File: config.mk
export PLATFORM = sky130hd
export DESIGN_NAME = floor_request_scheduler
export DESIGN_NICKNAME = d
export VERILOG_FILES = /design/src/rtl/floor_request_scheduler.sv
export SDC_FILE = /design/constraint.sdc
export NUM_CORES = 1
export LEC_CHECK = 0
export ABC_AREA = 0
export CAP_MARGIN = 20
export CORE_MARGIN = 3
export CORE_UTILIZATION = 53
export DETAILED_ROUTE_END_ITERATION = 8
export PLACE_DENSITY = 0.75
export SKIP_CTS_REPAIR_TIMING = 1
export SLEW_MARGIN = 0
export SYNTH_ARGS = -nofsm -noshare
export SYNTH_HDL_FRONTEND = slang
export SYNTH_SLANG_ARGS = --single-unit
File: constraint.sdc
create_clock -name clk -period 6.6 [get_ports clk]
set_input_delay 0.99 -clock clk [delete_from_list [all_inputs] [get_ports clk]]
set_output_delay 0.99 -clock clk [all_outputs]
set_load 0.1 [all_outputs]
File: src/rtl/floor_request_scheduler.sv
`default_nettype none
// ============================================================================
//  Module   : floor_request_scheduler
//  Purpose  : Latches keypad floor requests and issues SCAN-ordered targets to
//             the motion controller, timing the door-open interval per stop.
//  Revision : 1.0  initial release
// ============================================================================
module floor_request_scheduler #(
    parameter int NUM_FLOORS  = 16,
    parameter int DOOR_CYCLES = 200
) (
    input  logic        clk,
    input  logic        rst,
    input  logic [3:0]  key_code,
    input  logic        key_valid,
    input  logic [3:0]  current_floor,
    input  logic        target_ready,
    input  logic        arrived,
    output logic [3:0]  target_floor,
    output logic        target_valid,
    output logic        dir_up,
    output logic        door_open,
    output logic [15:0] pending,
    output logic        busy
);

    localparam logic [15:0] c_floor_mask =
        (NUM_FLOORS >= 16) ? 16'hFFFF : 16'((32'd1 << NUM_FLOORS) - 32'd1);
    localparam logic [7:0]  c_door_load  = 8'(DOOR_CYCLES);

    typedef enum logic [2:0] {
        S_IDLE   = 3'd0,
        S_SELECT = 3'd1,
        S_OFFER  = 3'd2,
        S_MOVING = 3'd3,
        S_DOOR   = 3'd4
    } state_t;

    state_t      r_state, w_state_nxt;
    logic        r_key_valid_q;
    logic [15:0] r_pending, w_pending_nxt;
    logic [3:0]  r_target, w_target_nxt;
    logic        r_dir_up, w_dir_up_nxt;
    logic [7:0]  r_timer, w_timer_nxt;

    logic        w_key_edge, w_key_ok, w_same_floor;
    logic [15:0] w_set_mask, w_clr_mask, w_cur_onehot;
    logic [15:0] w_above, w_below;
    logic [3:0]  w_near_above, w_near_below;

    assign w_key_edge   = key_valid & ~r_key_valid_q;
    assign w_key_ok     = c_floor_mask[key_code];
    assign w_cur_onehot = 16'd1 << current_floor;
    // A press for the floor the car is parked at just (re)opens the door.
    assign w_same_floor = w_key_edge && w_key_ok && (key_code == current_floor) &&
                          ((r_state == S_IDLE) || (r_state == S_DOOR));
    assign w_set_mask   = (w_key_edge && w_key_ok && !w_same_floor) ?
                          ((16'd1 << key_code) & c_floor_mask) : 16'd0;

    always_comb begin
        w_above      = '0;
        w_below      = '0;
        w_near_above = 4'd0;
        w_near_below = 4'd0;
        for (int i = 0; i < 16; i++) begin
            w_above[i] = r_pending[i] && (4'(i) > current_floor);
            w_below[i] = r_pending[i] && (4'(i) < current_floor);
        end
        // Last match wins: descending scan yields the lowest floor above.
        for (int i = 15; i >= 0; i--) begin
            if (w_above[i]) w_near_above = 4'(i);
        end
        for (int i = 0; i < 16; i++) begin
            if (w_below[i]) w_near_below = 4'(i);
        end
    end

    always_comb begin
        w_state_nxt  = r_state;
        w_target_nxt = r_target;
        w_dir_up_nxt = r_dir_up;
        w_timer_nxt  = r_timer;
        w_clr_mask   = '0;
        case (r_state)
            S_IDLE: begin
                if (w_same_floor) begin
                    w_timer_nxt = c_door_load;
                    w_state_nxt = S_DOOR;
                end else if (r_pending != 16'd0) begin
                    w_state_nxt = S_SELECT;
                end
            end
            S_SELECT: begin
                if ((w_above != 16'd0) || (w_below != 16'd0)) begin
                    w_state_nxt = S_OFFER;
                    if (r_dir_up) begin
                        if (w_above != 16'd0) begin
                            w_target_nxt = w_near_above;
                        end else begin
                            w_target_nxt = w_near_below;
                            w_dir_up_nxt = 1'b0;
                        end
                    end else begin
                        if (w_below != 16'd0) begin
                            w_target_nxt = w_near_below;
                        end else begin
                            w_target_nxt = w_near_above;
                            w_dir_up_nxt = 1'b1;
                        end
                    end
                end else if ((r_pending & w_cur_onehot) != 16'd0) begin
                    w_clr_mask  = w_cur_onehot;
                    w_timer_nxt = c_door_load;
                    w_state_nxt = S_DOOR;
                end else begin
                    w_state_nxt = S_IDLE;
                end
            end
            S_OFFER: begin
                if (target_ready) w_state_nxt = S_MOVING;
            end
            S_MOVING: begin
                if (arrived) begin
                    w_clr_mask  = 16'd1 << r_target;
                    w_timer_nxt = c_door_load;
                    w_state_nxt = S_DOOR;
                end
            end
            S_DOOR: begin
                if (w_same_floor) begin
                    w_timer_nxt = c_door_load;
                end else if (r_timer <= 8'd1) begin
                    w_timer_nxt = 8'd0;
                    w_state_nxt = S_SELECT;
                end else begin
                    w_timer_nxt = r_timer - 8'd1;
                end
            end
            default: w_state_nxt = S_IDLE;
        endcase
    end

    // Clear beats a coincident set of the same floor; other floors are kept.
    assign w_pending_nxt = (r_pending | w_set_mask) & ~w_clr_mask & c_floor_mask;

    always_ff @(posedge clk or negedge rst) begin
        if (!rst) begin
            r_state       <= S_IDLE;
            r_key_valid_q <= 1'b0;
            r_pending     <= '0;
            r_target      <= 4'd0;
            r_dir_up      <= 1'b1;
            r_timer       <= 8'd0;
        end else begin
            r_state       <= w_state_nxt;
            r_key_valid_q <= key_valid;
            r_pending     <= w_pending_nxt;
            r_target      <= w_target_nxt;
            r_dir_up      <= w_dir_up_nxt;
            r_timer       <= w_timer_nxt;
        end
    end

    assign target_floor = r_target;
    assign target_valid = (r_state == S_OFFER);
    assign dir_up       = r_dir_up;
    assign door_open    = (r_state == S_DOOR);
    assign pending      = r_pending;
    assign busy         = (r_state != S_IDLE);

endmodule
`default_nettype wire

==> results of run 1 <==
[state kept, by name, summed over array words and instances, names as in the netlist]
signal and count:
pending 16, r_state 3, dir_up 1, target_floor 4, r_timer 8, r_key_valid_q 1
[per-layer routing]
layer / global-route usage / share of wire / vias to the layer above
met5: 0 / 0 / -
met4: 0.0709 / 0.012 / 0
li1: - / - / 1461
met3: 0.0561 / 0.090 / 17
met1: 0.404 / 0.44 / 1456
met2: 0.467 / 0.46 / 172
[path summary, 6_finish.rpt]
path | start | to | slack [ns] | depth (start not counted)
worst max-delay path | current_floor[2] | pending[10]$_DFF_PN0_ | 2.59 | 8
worst min-delay path | dir_up$_DFFE_PN1P_ | dir_up$_DFFE_PN1P_ | 0.52 | 2
worst max register to register | pending[9]$_DFF_PN0_ | pending[10]$_DFF_PN0_ | 4.06 | 7
worst min register to register | dir_up$_DFFE_PN1P_ | dir_up$_DFFE_PN1P_ | 0.52 | 2
max in group asynchronous | rst | dir_up$_DFFE_PN1P_ | 5.14 | 2
min in group asynchronous | rst | r_timer[4]$_DFFE_PN0P_ | 1.12 | 2
[worst reg2reg max path: stages, from the launching register on]
cell and delay (ns):
sky130_fd_sc_hd__dfrtp_1 0.55, sky130_fd_sc_hd__o22ai_1 0.23, sky130_fd_sc_hd__a41oi_1 0.19, sky130_fd_sc_hd__nor3_2 0.36, sky130_fd_sc_hd__nand4_2 0.23, sky130_fd_sc_hd__nor3b_4 0.45, sky130_fd_sc_hd__and3b_1 0.29, sky130_fd_sc_hd__a31oi_1 0.10
[power by group through the flow]
stage | Sequential (uW) | Combinational [uW] | Clock, uW
final | 494 | 1190 | 143
after global routing | 508 | 1260 | 155
after CTS | 487 | 1180 | 146
after detailed placement | 492 | 1180 | 0
after global placement | 491 | 1170 | 0
after floorplan | 821 | 547 | 0
[cells in the final DEF, fill, tap and decap left out, types with 4 or more instances in the layout]
cell                              netlist  layout
sky130_fd_sc_hd__a31oi_1               11      11
sky130_fd_sc_hd__o22ai_1               23      23
sky130_fd_sc_hd__nand2b_1              10      10
sky130_fd_sc_hd__inv_1                 12      12
sky130_fd_sc_hd__a22oi_1                4       4
sky130_fd_sc_hd__o21ai_0               17      17
sky130_fd_sc_hd__or3_1                  4       4
sky130_fd_sc_hd__nand3b_1               5       5
sky130_fd_sc_hd__dfrtp_1               32      32
sky130_fd_sc_hd__a311oi_1               4       4
sky130_fd_sc_hd__nor2_1                40      40
sky130_fd_sc_hd__xnor2_1                4       4
sky130_fd_sc_hd__clkdlybuf4s50_1        0      36
sky130_fd_sc_hd__nand3_1                9       9
sky130_fd_sc_hd__nand4_1                4       4
sky130_fd_sc_hd__nand2_1               32      32
sky130_fd_sc_hd__nor3_1                15      15
sky130_fd_sc_hd__a21oi_1               36      36
sky130_fd_sc_hd__nor2b_1               11      11
sky130_fd_sc_hd__clkbuf_8               0       5
[stage by stage]
step	total power, uW	utilization	instance area [um^2]	hold WS, ns	setup slack (ns)
floorplan	1370	-	2950	0.488	2.86
global placement	1660	0.628	3290	0.512	2.32
detailed placement	1670	0.628	3290	0.513	2.22
CTS	1810	0.643	3370	0.522	2.51
global route	1930	0.645	3380	0.555	2.27
finish	1830	0.645	3380	0.523	2.59
[logic make-up (layout without fill, tap and decap cells)]
family | Yosys count | in the layout | share of synthesized area
AO/OA/AOI/OAI | 129 | 129 | 0.285
XOR/XNOR | 7 | 7 | 0.0208
adder cells (fa/ha/maj) | 2 | 2 | 0.00848
buffers and inverters | 38 | 61 | 0.0623
flip-flops | 33 | 33 | 0.280
multiplexers | 6 | 6 | 0.0254
AND/OR/NAND/NOR | 166 | 166 | 0.318
[final cells by class]
type                       instances  area [um^2]  share of cell area
sequential                        33          827               0.245
multi-input combinational        310         1940               0.574
tap                               70         87.6              0.0259
timing repair buffer              40          394               0.117
inverter                          13         48.8              0.0144
clock buffer                       8         80.1              0.0237
==> flow_results.org, run 1 <==
** Logic synthesis
- Share of the yosys chip area belonging to registers :: 0.280
- Post-synthesis net count :: just under 400
- Synth cell count leaders :: sky130_fd_sc_hd__nor2_1 (40), sky130_fd_sc_hd__a21oi_1 (36), sky130_fd_sc_hd__dfrtp_1 (32), sky130_fd_sc_hd__nand2_1 (32), sky130_fd_sc_hd__o22ai_1 (23)
- Distinct cells, synth :: 71
- Post-Syn Area per Cell :: about 7.7 um^2
- The cell area that synthesis handed to floorplanning was 0.00295 mm^2.
- Number of instances in the synthesized netlist :: between 300 and 400
- For this run, asynchronously set or reset flops after synthesis account for 1.00.
- The Yosys step of the flow raised 0 warnings.
- Seq cells post-synth :: 33
- The share of synthesized area in the top cell type comes to 0.271.
- Top flip-flop cell by instance count after synthesis :: sky130_fd_sc_hd__dfrtp_1
- Largest cells by area after synthesis :: sky130_fd_sc_hd__dfrtp_1 (27%), sky130_fd_sc_hd__a21oi_1 (6.1%), sky130_fd_sc_hd__nor2_1 (5.1%)
- Most area-hungry cell type in the Yosys netlist :: sky130_fd_sc_hd__dfrtp_1
- Yosys instantiated no cell more often than sky130_fd_sc_hd__nor2_1.
- Counting flops with a built-in enable in the synthesized netlist gives 0.

** Power
- Total net switching power :: 1110 uW
- Share of power burned in combinational logic :: 0.651
- Dividing total power by cell area gives a power density of 541 mW/mm^2.
- Of the total power, the clock network draws 0.078.
- Cell-internal power :: around 720 uW
- Leak pwr :: 0.00128 uW
- Seq pwr share :: 0.271
- Net Sw Frac :: 0.606
- Peak VDD IR :: 0.330 mV

** Timing
- The routed design could run at a clock period as short as around 4.0 ns.
- Static timing analysis puts the maximum clock frequency at 0.249 GHz.
- Setup TNS after final layout :: 0 ns
- Max Slew Vio Count :: 0
- Setup repair after global routing left no endpoint under its margin.
- Hold Fails Final Rpt :: 0
- Max_slew headroom :: 0.318
- Final cycle utilization of the critical path :: 0.608
- Across the routed clock network, the largest skew measured is ~0.0077 ns.
- Setup violations remaining at the end of the flow were counted as 0.
- At the pin with the least slew margin, the transition time is 1.02 ns.

** Clock network
- Clock-pin slew was measured on the worst setup and hold paths at approximately 0.060 ns.
- Number of CTS-inserted buffers :: 5
- Number of H-tree levels :: 2
- In this run the clock root is driven by a sky130_fd_sc_hd__clkbuf_8.
- In this run the deepest clock path goes through 2 buffers.
- The clock net in this run drives a total of 33 sinks.
- Clock Latency Late Sink :: between 0.2 and 0.3 ns
- TritonCTS built the clock tree.

** Floorplan
- During I/O placement, the number of pins put on the boundary was 37.
- Core region area :: 0.00524 mm^2
- The floorplan has 26 rows.
- Die area :: 0.00650 mm^2
- Width of the chip :: 80.6 um
- From bottom edge to top edge, the die measures 80.6 um.
- For this configuration, the core starts out at a cell density of 0.564.

** Worst setup path
- Critical setup path kind :: primary input to register
- Ordered cell list for the critical path :: clkdlybuf4s50_1, nor2_2, and3_1, nor4_2, nand4_2, nor3b_4, and3b_1, a31oi_1
- Crit path max-delay family :: simple AND/OR/NAND/NOR gates
- For the worst setup path, the data required time is around 6.7 ns.
- Kind of start point of the critical path :: primary input
- Data arrives at the worst endpoint at 4.15 ns.
- Along the worst path, the maximum fanout reaches 29.
- The slowest stage of the critical path belongs to the cell sky130_fd_sc_hd__clkdlybuf4s50_1.
- The largest single stage delay on the critical path is 1.14 ns.
- The worst setup path is captured at a register.
- Count of buffering cells on the critical path with inverters included :: 1

** Final layout
- Filler-free cell count of the finished design :: between 400 and 500
- Antenna cell count :: 0
- The filler cells instantiated in the layout total 462.
- Compared with the post-synthesis result, the final layout area differs by 14.5%.
- For this run, the post-layout net count is between 400 and 500.
- In the final layout, the share of cells above drive strength 1 is 0.0693.

** Detailed routing
- Via count of the routed design :: a little over 3000
- Routed wire length per instance :: about 19 um
- Post-route DRC :: 0
- The routed design has 8.96 mm of wire.
- Violation count after the first detailed-routing iteration :: 271
- Once detail routing completed, the nets flagged for antenna violations numbered 0.
- Dividing the detail-routed via count by the number of cells gives 6.55.
- Number of iterations in the first detailed-routing pass :: 5

** Place
- Cell count after placement :: 465
- Half-perimeter wire length after placement :: 6.36 mm
- At the end of routability-driven placement, the weighted congestion stood at ~0.95.
- The count of buffers added on input and output ports is 36.

** Global routing
- Number of global-route vias before repair :: 2896
- Initial antenna violation count :: 0
- Global Route Usage Sum :: 0.292
- Entering global routing, the biggest net connects 42 pins.
- The first global-routing pass estimated approximately 15 mm of wire.
- Overall overflow remaining after global route :: 0

** Min path
- The min-delay analysis places its worst path in the category register to register.

** Status
- Result of the run :: finished clean

** Job
- Number of max-cap violations :: 0
Power figures use the tool's default switching activity.
==> run 2, diff against run 1 <==
Settings changed: CORE_UTILIZATION 53 to 51.
Clock period 6.6 ns to 3.3 ns, I/O delays scaled along.
==> run 2 against run 1 <==
  * Routed wire length up 3.9%
  * Critical path depth increased by 1
  * Clock skew about the same
  * Final area is 3.3% higher
  * Clock power grew 110%
  * Register-to-register slack got worse by 3.2 ns
==> flow_results.org, run 2 (synthesis gave the netlist of run 1 again) <==
** Clock network
- CTS Buffer Depth :: 2 (unchanged)
- Clock Latency Late Sink :: 0.29 ns (was 0.28 ns)
- The clock root buffer is sky130_fd_sc_hd__clkbuf_8 (unchanged).
- The register clock-pin slew on the reported worst setup and hold paths is 0.06 ns (about the same).
- Clock sink count :: 33 (unchanged)
- Number of H-tree levels :: 2 (unchanged)
- Number of CTS-inserted buffers :: 5 (unchanged)
- The CTS tree is yes (unchanged).

** Global routing
- Number of global-route vias before repair :: 2825 (was 2896)
- Initial antenna violation count :: 0 (unchanged)
- The overall track demand over capacity in global routing is 0.288 (was 0.292).
- The wire length of the first global-routing pass is 14.8 mm (about the same).
- Largest net degree at the start of global routing :: 42 (unchanged)
- Overall overflow remaining after global route :: 0 (unchanged)

** Worst setup path
- The worst-path maximum fanout is 41 (was 29).
- The class of the most critical setup path was primary input to register (unchanged).
- Worst Path Arrival :: 2.94 ns (was 4.15 ns)
- Slowest cell on the critical path :: sky130_fd_sc_hd__clkdlybuf4s50_1 (unchanged)
- The endpoint of the most critical register-to-register path is r_timer[6]$_DFFE_PN0P_ (was pending[10]$_DFF_PN0_).
- The reg2reg setup slack was 0.87 ns (was 4.06 ns).
- Endpoint kind of the worst setup timing path :: register (unchanged)
- The count of cells along the worst register-to-register path came to 7 (unchanged).
- Ordered cell list for the critical path :: clkdlybuf4s50_1, buf_12, nand3_1, o22ai_1, and4b_1, nand4_2, nor3b_4, and3b_1, a21oi_1 (was clkdlybuf4s50_1, nor2_2, and3_1, nor4_2, nand4_2, nor3b_4, and3b_1, a31oi_1)
- The startpoint of the worst register-to-register path was pending[5]$_DFF_PN0_ (was pending[9]$_DFF_PN0_).
- Longest individual stage delay on the worst path :: 0.51 ns (was 1.14 ns)
- The sort of element at the start of the critical path is a primary input (unchanged).
- Data required time of the critical path :: 3.45 ns (was 6.74 ns)

** Timing
- Final cycle utilization of the critical path :: 0.847
- The transition at the pin with the smallest max-transition slack was 0.568 ns (was 1.02 ns).
- Unrepaired setup endpoints after global routing :: no (unchanged)
- Shortest clock period the worst path allows after layout :: roughly 2.8 ns
- The smallest setup slack after layout was 0.507 ns (was 2.59 ns).
- Final setup violation count :: 0 (unchanged)
- Derived from the worst setup path, the maximum achievable clock frequency is 0.358 GHz.
- The worst clock skew was 0.00813 ns (was 0.00767 ns).
- Setup TNS after final layout :: 0 ns (unchanged)
- The worst slew slack as a fraction of its limit is 0.618 (was 0.318).
- The number of max-slew violations in the final report was 0 (unchanged).
- Hold Fails Final Rpt :: 0 (unchanged)

** Min path
- End of the worst hold path :: dir_up$_DFFE_PN1P_ (unchanged)
- The number of cells on the worst hold path was 2 (unchanged).
- The path class of the lowest-slack min-delay path is register to register (unchanged).
- The critical hold path startpoint is dir_up$_DFFE_PN1P_ (unchanged).

** Power
- The worst voltage drop across the vdd grid was 0.677 mV (was 0.330 mV).
- The power per standard cell area was 1060 mW/mm^2 (was 541 mW/mm^2).
- The leakage power total came to 0.00140 uW (was 0.00128 uW).

** Detailed routing
- Detailed Route WL :: 9.31 mm (was 8.96 mm)
- The detailed router's first-iteration violation count came to 279 (was 271).
- Via count of the routed design :: 3194 (was 3106)
- Via density per instance :: 6.52 (was 6.55)
- Number of iterations in the first detailed-routing pass :: 5 (unchanged)
- The post-route antenna net violation count is 0 (unchanged).
- Routed wire length per instance :: 19.0 um (was 18.9 um)
- The remaining routing DRC violations was 0 (unchanged).

** Place
- The placement-stage worst setup slack came to 0.262 ns (was 2.22 ns).
- Half-perimeter wire length after placement :: 6.79 mm (was 6.36 mm)
- The cell area after placement is 0.00340 mm^2 (was 0.00329 mm^2).
- The count of input and output buffers is 36 (unchanged).
- Final RePlAce weighted congestion :: 0.969 (was 0.949)

** Final layout
- Highest-count cells in the layout ignoring fill and taps: sky130_fd_sc_hd__nor2_1 (40), sky130_fd_sc_hd__buf_4 (39), sky130_fd_sc_hd__a21oi_1 (36) (was sky130_fd_sc_hd__nor2_1 (40), sky130_fd_sc_hd__a21oi_1 (36), sky130_fd_sc_hd__clkdlybuf4s50_1 (36)).
- The most common library cell in the layout ignoring fill and taps was sky130_fd_sc_hd__nor2_1 (unchanged).
- The share of layout cells above drive strength 1 came to 0.165 (was 0.0693).
- Largest register FFs :: 16 (unchanged)
- Combined flip-flop and latch cell area :: 827 um^2 (unchanged)
- Post-Route Utilization :: 0.630 (was 0.645)
- Final design area excluding fillers :: 0.00349 mm^2 (was 0.00338 mm^2)
- Antenna cell count :: 0 (unchanged)
- The area of the multi-input gates came to 0.00195 mm^2 (was 0.00194 mm^2).
- Net count reported at finish :: 433 (was 418)
- Layout area overhead :: 18.3% (was 14.5%)
- The number of inserted filler cells in the final layout is 515 (was 462).

** Floorplan
- The die footprint is 0.00674 mm^2 (was 0.00650 mm^2).
- The number of top-level pins is 37 (unchanged).
- Width of the chip :: 82.1 um (was 80.6 um)
- The area of the core is 0.00554 mm^2 (was 0.00524 mm^2).
- Die height :: 82.1 um (was 80.6 um)
- Number of cell rows :: 27 (was 26)
- Effective utilization at floorplan :: 0.533 (was 0.564)

** Job
- Number of max-cap violations :: 0 (unchanged)

** Status
- Result of the run: finished clean (unchanged).
## run 2: cell count changes in the layout (fill, tap and decap cells not counted)
cell | previous run | this run
sky130_fd_sc_hd__buf_6 | 1 | 0
sky130_fd_sc_hd__buf_4 | 3 | 39
sky130_fd_sc_hd__clkbuf_1 | 3 | 1
sky130_fd_sc_hd__nor3_1 | 15 | 14
sky130_fd_sc_hd__clkdlybuf4s50_1 | 36 | 12
sky130_fd_sc_hd__nor3_2 | 1 | 2
sky130_fd_sc_hd__buf_12 | 0 | 4
sky130_fd_sc_hd__clkbuf_8 | 5 | 6
## run 2: power breakdown
part | switching [uW] | internal (uW)
combinational | 1700 | 706
clock | 142 | 165
sequential | 391 | 584
total | 2230 | 1450
## run 2: final cells by class
type	instances	share of cell area
multi-input cells	310	0.557
flip-flops and latches	33	0.237
repair buffers	55	0.141
well taps	72	0.0258
clock buffers	7	0.0247
inverters	13	0.0140
## run 2: stage by stage
step,power (uW),hold slack (ns),cells
finish,3680,0.526,490
global route,3900,0.567,490
CTS,3670,0.530,490
detailed placement,3360,0.520,483
global placement,3340,0.508,483
floorplan,2740,0.199,381
## run 2: worst max path at each step
| stage | from | to | slack (ns) | depth (start not counted) |
|---|---|---|---|---|
| 2_1_floorplan | pending[5]$_DFF_PN0_ | target_floor[3]$_DFFE_PN0P_ | 0.49 | 8 |
| 3_3_place_gp | current_floor[3] | r_timer[3]$_DFFE_PN0P_ | 0.33 | 9 |
| 3_5_place_dp | current_floor[1] | pending[10]$_DFF_PN0_ | 0.26 | 9 |
| 4_1_cts | current_floor[1] | pending[10]$_DFF_PN0_ | 0.56 | 9 |
| 5_1_grt | current_floor[1] | pending[10]$_DFF_PN0_ | 0.32 | 9 |
| 6_report | current_floor[1] | pending[6]$_DFF_PN0_ | 0.51 | 9 |
## run 2: routing by layer
metal,vias to the layer above,GRT usage,share of wire
li1,1502,-,-
met1,1513,0.407,0.44
met2,157,0.436,0.45
met3,22,0.0559,0.086
met4,0,0.0997,0.023
met5,-,0,0
## run 2: critical path: cells and delay by family
| kind | cells | cell delay [ns] |
|---|---|---|
| AO/OA/AOI/OAI | 2 | 0.39 |
| buffers and inverters | 2 | 0.72 |
| AND/OR/NAND/NOR | 5 | 1.31 |
